==> config.mk <==
export PLATFORM = sky130hd
export DESIGN_NAME = alu_status_flags_flat
export DESIGN_NICKNAME = d
export VERILOG_FILES = /design/src/rtl/alu_status_flags_if.sv /design/src/rtl/alu_status_flags.sv /design/src/flat_wrapper.sv
export SDC_FILE = /design/constraint.sdc
export NUM_CORES = 1
export LEC_CHECK = 0
export BUFFER_PORTS_ARGS = -buffer_cell sky130_fd_sc_hd__clkbuf_2
export CAP_MARGIN = 10
export CORE_MARGIN = 3
export CORE_UTILIZATION = 30
export DETAILED_ROUTE_END_ITERATION = 12
export SYNTH_ARGS = -nofsm -noshare
export SYNTH_HDL_FRONTEND = slang
export SYNTH_SLANG_ARGS = --single-unit
==> constraint.sdc <==
create_clock -name clk -period 1.4 [get_ports clk]
set_input_delay 0 -clock clk [delete_from_list [all_inputs] [get_ports clk]]
set_output_delay 0 -clock clk [all_outputs]
set_load 0.1 [all_outputs]
==> src/rtl/alu_status_flags_if.sv <==
// alu_status_flags_if: flag-write, software-write and branch-evaluation signals of alu_status_flags
//   master: drives flag_we/flag_arith/ALU flags, sr_we/sr_wdata, br_req/br_cond; observes flag and branch outputs
//   slave : the flag register itself
interface alu_status_flags_if;
  logic       flag_we;
  logic       flag_arith;
  logic       zero_in;
  logic       positive_in;
  logic       carry_in;
  logic       overflow_in;
  logic       sr_we;
  logic [3:0] sr_wdata;
  logic       br_req;
  logic [2:0] br_cond;
  logic [3:0] flags;
  logic [3:0] flags_valid;
  logic       br_valid;
  logic       br_taken;
  logic       br_fault;
  modport master (
    output flag_we, flag_arith, zero_in, positive_in, carry_in, overflow_in,
    output sr_we, sr_wdata, br_req, br_cond,
    input  flags, flags_valid, br_valid, br_taken, br_fault
  );
  modport slave (
    input  flag_we, flag_arith, zero_in, positive_in, carry_in, overflow_in,
    input  sr_we, sr_wdata, br_req, br_cond,
    output flags, flags_valid, br_valid, br_taken, br_fault
  );
endinterface

==> src/rtl/alu_status_flags.sv <==
// alu_status_flags: status-flag register ({V,C,P,Z}) with per-flag valid bits and registered branch evaluator
//   clk, rst_n (async, active-low); bus: alu_status_flags_if.slave
module alu_status_flags (
  input logic clk,
  input logic rst_n,
  alu_status_flags_if.slave bus
);
  logic [3:0] flags_d, flags_q, valid_d, valid_q;
  logic [1:0] idx;
  logic [2:0] cm1;
  logic       fault, taken;
  logic       br_valid_q, br_taken_q, br_fault_q;
  // Non-arithmetic capture selects constants for C/V so X on carry_in/overflow_in never propagates.
  always_comb begin
    flags_d = bus.sr_we ? bus.sr_wdata :
              bus.flag_we ? (bus.flag_arith ? {bus.overflow_in, bus.carry_in, bus.positive_in, bus.zero_in}
                                            : {2'b00, bus.positive_in, bus.zero_in}) : flags_q;
    valid_d = bus.sr_we ? 4'b1111 :
              bus.flag_we ? (bus.flag_arith ? 4'b1111 : 4'b0011) : valid_q;
  end
  // Codes pair up per flag (1/2 Z, 3/4 P, 5/6 C, 7 V); even codes test the inverted flag.
  always_comb begin
    cm1   = bus.br_cond - 3'd1;
    idx   = cm1[2:1];
    fault = (bus.br_cond != 3'd0) && !valid_d[idx];
    taken = (bus.br_cond == 3'd0) || (!fault && (flags_d[idx] ^ ~bus.br_cond[0]));
  end
  always_ff @(posedge clk or negedge rst_n) begin
    if (!rst_n) begin
      flags_q    <= 4'b0000;
      valid_q    <= 4'b0000;
      br_valid_q <= 1'b0;
      br_taken_q <= 1'b0;
      br_fault_q <= 1'b0;
    end else begin
      flags_q    <= flags_d;
      valid_q    <= valid_d;
      br_valid_q <= bus.br_req;
      br_taken_q <= bus.br_req & taken;
      br_fault_q <= bus.br_req & fault;
    end
  end
  assign bus.flags       = flags_q;
  assign bus.flags_valid = valid_q;
  assign bus.br_valid    = br_valid_q;
  assign bus.br_taken    = br_taken_q;
  assign bus.br_fault    = br_fault_q;
endmodule

==> src/flat_wrapper.sv <==
// flat-port wrapper written by rule: the top's interface ports become plain ports
module alu_status_flags_flat 
  (clk, rst_n, bus_flag_we, bus_flag_arith, bus_zero_in, bus_positive_in, bus_carry_in, bus_overflow_in, bus_sr_we, bus_sr_wdata, bus_br_req, bus_br_cond, bus_flags, bus_flags_valid, bus_br_valid, bus_br_taken, bus_br_fault);
  alu_status_flags_if bus_i ();
  input logic clk;
  input logic rst_n;
  input wire logic [$bits(bus_i.flag_we)-1:0] bus_flag_we;
  input wire logic [$bits(bus_i.flag_arith)-1:0] bus_flag_arith;
  input wire logic [$bits(bus_i.zero_in)-1:0] bus_zero_in;
  input wire logic [$bits(bus_i.positive_in)-1:0] bus_positive_in;
  input wire logic [$bits(bus_i.carry_in)-1:0] bus_carry_in;
  input wire logic [$bits(bus_i.overflow_in)-1:0] bus_overflow_in;
  input wire logic [$bits(bus_i.sr_we)-1:0] bus_sr_we;
  input wire logic [$bits(bus_i.sr_wdata)-1:0] bus_sr_wdata;
  input wire logic [$bits(bus_i.br_req)-1:0] bus_br_req;
  input wire logic [$bits(bus_i.br_cond)-1:0] bus_br_cond;
  output wire logic [$bits(bus_i.flags)-1:0] bus_flags;
  output wire logic [$bits(bus_i.flags_valid)-1:0] bus_flags_valid;
  output wire logic [$bits(bus_i.br_valid)-1:0] bus_br_valid;
  output wire logic [$bits(bus_i.br_taken)-1:0] bus_br_taken;
  output wire logic [$bits(bus_i.br_fault)-1:0] bus_br_fault;
  assign bus_i.flag_we = bus_flag_we;
  assign bus_i.flag_arith = bus_flag_arith;
  assign bus_i.zero_in = bus_zero_in;
  assign bus_i.positive_in = bus_positive_in;
  assign bus_i.carry_in = bus_carry_in;
  assign bus_i.overflow_in = bus_overflow_in;
  assign bus_i.sr_we = bus_sr_we;
  assign bus_i.sr_wdata = bus_sr_wdata;
  assign bus_i.br_req = bus_br_req;
  assign bus_i.br_cond = bus_br_cond;
  assign bus_flags = bus_i.flags;
  assign bus_flags_valid = bus_i.flags_valid;
  assign bus_br_valid = bus_i.br_valid;
  assign bus_br_taken = bus_i.br_taken;
  assign bus_br_fault = bus_i.br_fault;
  alu_status_flags u_core (.clk(clk), .rst_n(rst_n), .bus(bus_i));
endmodule
==> flow_summary.yaml, run 1 <==
status:
  status: "complete, but fails checks"
  violations: "setup timing"
synth:
  syn_inst: 64
  yosys_warnings: 0
  ys_seq_elements: 11
  synth_flop_cell: "dfrtp_1"
  syn_avg_cell_area_sq_um: 10.0
  synth_common_cells: "dfrtp_1 (11), inv_1 (8), nand2b_1 (5), nand2_1 (4), nand3_1 (3)"
  synth_cell_type_count: 31
  async_flop_share_pct: 100
  netlist_area_sq_um: 641
  synth_top_area_share_pct: 43.0
  yosysMostFrequentCell: "dfrtp_1"
  synthesis.nets: 83
  ys_seq_area_share_pct: 43.0
  synth.area.top_cells: "dfrtp_1 (43%), nand2b_1 (4.9%), inv_1 (4.7%)"
  yosysTopAreaCell: "dfrtp_1"
  synth-edff-count: 0
timing:
  tns_ps: -66.8
  post-route-min-period_ps: 1470
  fmax_mhz: 682
  finalHoldViolCount: 0
  timing.final.ws_setup_ps: -66.8
  final.period_utilization_pct: 105
  rsz0062_at_grt: "yes"
  slew_violations: 0
  fin_skew_ps: 3.56
  setup_viol: 1
  slew_headroom_pct: 64.0
  worstMarginPinSlew_ps: 542
clock_tree:
  clock_latency_ps: 260
  cts_htree_levels: 1
  clk_path_buf_depth: 2
  cts_setup_buffers: 0
  cts_sinks: 11
  numCtsBuffers: 3
  path_clk_slew_ps: 70
  cts_tree: "done"
  cts_root_buf: "clkbuf_4"
finish:
  design_area_sq_um: 935
  fin_util_pct: 47.2
  n_antenna_cell: 0
  fin_nets: 121
  nFillCells: 195
  area_growth_pct: 45.9
  drive_gt1_share_pct: 49.5
worst_hold_path:
  worstHoldStart: "bus_sr_wdata[2]"
  holdCritPathClass: "in -> reg"
floorplanning:
  die_x_microns: 52.2
  die_h_microns: 52.2
  design.die.area_sq_um: 2730
  rows: 16
  core_sq_um: 1980
  start_util_pct: 32.3
  io_pins: 28
routing:
  via_per_inst: 4.63
  drtPass1Iterations: 3
  wl_per_cell_microns: 11.7
  routed_wl_microns: 1500
  drc: 0
  ant_nets: 0
  drt-initial-drc-count: 16
  vias: 593
critical_path:
  end_kind: "flip-flop"
  critPathMaxFanout: 3
  r2r_start: "u_core.bus.flags[1]$_DFF_PN0_"
  worst-setup-path-type: "reg -> reg"
  crit_start: "u_core.bus.flags[1]$_DFF_PN0_"
  cp_top_family: "flip-flops"
  max_stage_delay_ps: 470
  cp.arrival_ps: 1610
  start_kind: "flip-flop"
  crit_required_ps: 1550
  crit_buf_inv: 0
  path_cells: "mux2_4 -> mux2i_4 -> nor4_2 -> o31ai_1 -> o21ai_1"
  crit_slowest_cell: "dfrtp_4"
grt:
  grtUsageTotal_pct: 12.2
  grt_pass1_wl_microns: 2480
  antenna_found_initial: 0
  grt.overflow.total: 0
  grt_start_max_net_pins: 13
  grt_pass1_vias: 597
power_and_ir_drop:
  ir_drop_mv: 0.342
  p_per_area_nw_per_um2: 1010
  leakage_uw: 0.000446
  total_power_uw: 942
place:
  placed_cell_area_sq_um: 862
  gp_congestion: 0.709
  io_buffer_count: 27
  hpwl_microns: 1260
job:
  maxCapViolCount: 0
-- final timing paths --
check,endpoint,slack (ps),cells past startpoint
min,u_core.bus.flags[2]$_DFF_PN0_,10,3
max reg2reg,u_core.bus.br_taken$_DFF_PN0_,-70,5
min reg2reg,u_core.bus.flags_valid[0]$_DFF_PN0_,560,1
max,u_core.bus.br_taken$_DFF_PN0_,-70,5
max in group asynchronous,u_core.bus.flags[1]$_DFF_PN0_,1020,2
min in group asynchronous,u_core.bus.flags[3]$_DFF_PN0_,140,2
-- per-layer routing --
layer  vias to the layer above  track usage, %  wire length, microns
met3                         3            1.71                   100
met1                       269            14.8                   634
li1                        298               -                     -
met4                         0            5.11                    14
met5                         -               0                     0
met2                        23            21.3                   746
-- logic make-up (layout without fill, tap and decap cells) --
family          count (synthesis)  after routing  share of synthesized area [%]
xor+xnor                        2              2                           2.73
simple gates                   24             24                           23.0
buf+inv                         9             46                           6.45
compound gates                 12             12                           13.7
mux                             4              4                           7.23
flops                          11             11                           43.0
fa+ha+maj                       2              2                           3.91
-- what timing repair did --
action / 4_1_cts / 5_1_grt
hold buffers: 4 / 0
resized for setup: 0 / 1
endpoints found under the hold margin: 14 / 0
setup endpoints to repair: 1 / 1
-- state kept, by name (all words and copies together) (netlist names) --
name / count
u_core.bus.flags: 4
u_core.bus.flags_valid: 4
u_core.bus.br_fault: 1
u_core.bus.br_taken: 1
u_core.bus.br_valid: 1
-- where the power goes --
part | internal [uW] | leakage (uW) | switching (uW)
clock | 110 | 0.0000150 | 100
combinational | 104 | 0.000314 | 273
sequential | 345 | 0.000117 | 9.35
-- tightest hold or removal path, stage by stage --
cell      delay, ps
clkbuf_2         80
nor2b_1         100
a31oi_1          70
-- layout by cell type (no fill, tap or decap), drive strengths merged, types with 3 or more instances in the layout --
| cell | instances |
|---|---|
| clkbuf | 31 |
| dfrtp | 11 |
| inv | 8 |
| nand2b | 5 |
| nand2 | 4 |
| dlygate4sd3 | 4 |
| nand3 | 3 |
| buf | 3 |
| o21ai | 3 |
| nor3 | 3 |
-- final cells by class --
type | instances | area [sq um] | area share, %
multi-input cells | 44 | 354 | 37.9
flip-flops and latches | 11 | 293 | 31.3
repair buffers | 34 | 198 | 21.2
well taps | 27 | 33.8 | 3.61
inverters | 8 | 30.0 | 3.21
clock buffers | 4 | 26.3 | 2.81
-- stage by stage --
step,setup WS [ps],cells,hold WS [ps]
6_report,-66.8,128,13.5
5_1_grt,-150,128,7.07
4_1_cts,-77.8,128,9.30
3_5_place_dp,-70.5,120,-115
3_3_place_gp,-21.7,120,-114
2_1_floorplan,-137,64,-296
Note: power is estimated with default switching activity, not from simulation.
==> inputs of run 2 (changes only) <==
- CORE_UTILIZATION: 30 -> 40
- MAX_ROUTING_LAYER: unset -> met4
- PLACE_DENSITY: unset -> 0.72
==> flow_summary.yaml, run 2 (synthesis results as in run 1) <==
status:
  status: "complete, but fails checks"
  violations: "setup timing"
floorplanning:
  io_pins: 28
  die_h_microns: 46.0
  die_x_microns: 46.0
  start_util_pct: 45.8
  design.die.area_sq_um: 2120
  core_sq_um: 1400
  rows: 13
clock_tree:
  cts_htree_levels: 1
  numCtsBuffers: 3
  cts_root_buf: "clkbuf_4"
  clock_latency_ps: 270
  clk_path_buf_depth: 2
  cts_tree: "done"
  cts_sinks: 11
  path_clk_slew_ps: 70
critical_path:
  crit_start: "u_core.bus.flags[1]$_DFF_PN0_"
  r2r_slack_ps: -30
  start_kind: "flip-flop"
  cp.arrival_ps: 1630
  crit_required_ps: 1600
  critPathMaxFanout: 2
  r2r_start: "u_core.bus.flags[1]$_DFF_PN0_"
  end_kind: "flip-flop"
  worst-setup-path-type: "reg -> reg"
power_and_ir_drop:
  pwr-share-clk_pct: 22.7
  ir_drop_mv: 0.656
  power_frac_comb_pct: 40.2
  switching_power_uw: 390
  internal_power_uw: 565
  leakage_uw: 0.000449
  power.share.switching_pct: 40.9
  power_frac_seq_pct: 37.1
  p_per_area_nw_per_um2: 1030
grt:
  grt.overflow.total: 0
  grt_start_max_net_pins: 13
  grt_pass1_wl_microns: 2670
  grtUsageTotal_pct: 18.8
  grt_pass1_vias: 695
  antenna_found_initial: 0
routing:
  vias: 613
  via_per_inst: 5.28
  wl_per_cell_microns: 13.5
  drtPass1Iterations: 4
  routed_wl_microns: 1570
  drt-initial-drc-count: 13
  ant_nets: 0
  drc: 0
finish:
  nFillCells: 125
  area_growth_pct: 44.9
  drive_gt1_share_pct: 50.5
  fin_nets: 121
  instances_no_fill: 116
  final_cell_mix: "clkbuf_2 (27), inv_1 (8), dfrtp_2 (5)"
  n_antenna_cell: 0
  fin_util_pct: 66.4
  final_common_cell: "clkbuf_2"
timing:
  timing.final.ws_setup_ps: -29.6
  slew_violations: 0
  fin_skew_ps: 1.09
  setup_viol: 1
  finalHoldViolCount: 0
  fmax_mhz: 699
  slew_headroom_pct: 63.8
  post-route-min-period_ps: 1430
  rsz0062_at_grt: "yes"
  final.period_utilization_pct: 102
  worstMarginPinSlew_ps: 545
place:
  pre_cts_ws_ps: -52.8
  dp_cells: 107
  hpwl_microns: 1230
  gp_congestion: 0.877
  io_buffer_count: 27
job:
  maxCapViolCount: 0
worst_hold_path:
  holdCritPathClass: "in -> reg"
  worstHoldStart: "bus_carry_in"
-- run 2: what timing repair did --
| action | in CTS | in global routing |
|---|---|---|
| hold buffers | 4 | 0 |
| setup buffers | 1 | 0 |
| setup endpoints to repair | 1 | 2 |
| hold endpoints to repair | 15 | 0 |
| gates resized for setup | 1 | 2 |
| pin swaps | 2 | 1 |
-- run 2: final timing paths --
| path | end | cells past startpoint |
|---|---|---|
| max | u_core.bus.br_taken$_DFF_PN0_ | 6 |
| min | u_core.bus.flags[2]$_DFF_PN0_ | 3 |
| max reg2reg | u_core.bus.br_taken$_DFF_PN0_ | 6 |
| min reg2reg | u_core.bus.flags_valid[1]$_DFF_PN0_ | 2 |
| max in group asynchronous | u_core.bus.flags_valid[0]$_DFF_PN0_ | 2 |
| min in group asynchronous | u_core.bus.flags[3]$_DFF_PN0_ | 2 |
-- run 2: worst max-delay path: stages, from the launching register on --
cell      delay (ps)
dfrtp_4          470
mux2_4           290
mux2i_4          170
buf_6            120
a221oi_2          50
nand4b_1         180
o21ai_1           70
-- run 2: routing by layer --
metal	vias to the layer above	part of all wire [%]	global-route usage [%]
met5	-	0	-
met4	0	2.7	13.6
met3	4	4.7	1.19
met2	18	53	34.3
met1	290	40	18.1
li1	301	-	-
-- run 2: stage by stage --
stage                     instance area, sq um  setup TNS (ps)  hold WS [ps]  total power (uW)
after floorplan                            682            -232          -296               642
after global placement                     840               0          -115               722
after detailed placement                   840           -52.8          -104               728
after CTS                                  920           -36.8          15.8               962
after global routing                       928            -109          30.2              1010
final                                      928           -29.6          26.8               955
-- run 2: final cells by class --
type	instances	area (sq um)	share of cell area [%]
clock buffer	4	26.3	2.83
inverter	8	30.0	3.23
multi-input combinational	44	359	38.7
sequential	11	293	31.5
tap	15	18.8	2.02
timing repair buffer	34	201	21.7
-- run 2: power groups by stage --
stage	Combinational [uW]	Sequential, uW	Clock (uW)
6_report	384	354	217
2_1_floorplan	112	530	0
4_1_cts	384	354	224
5_1_grt	409	356	245
3_3_place_gp	362	360	0
3_5_place_dp	367	361	0
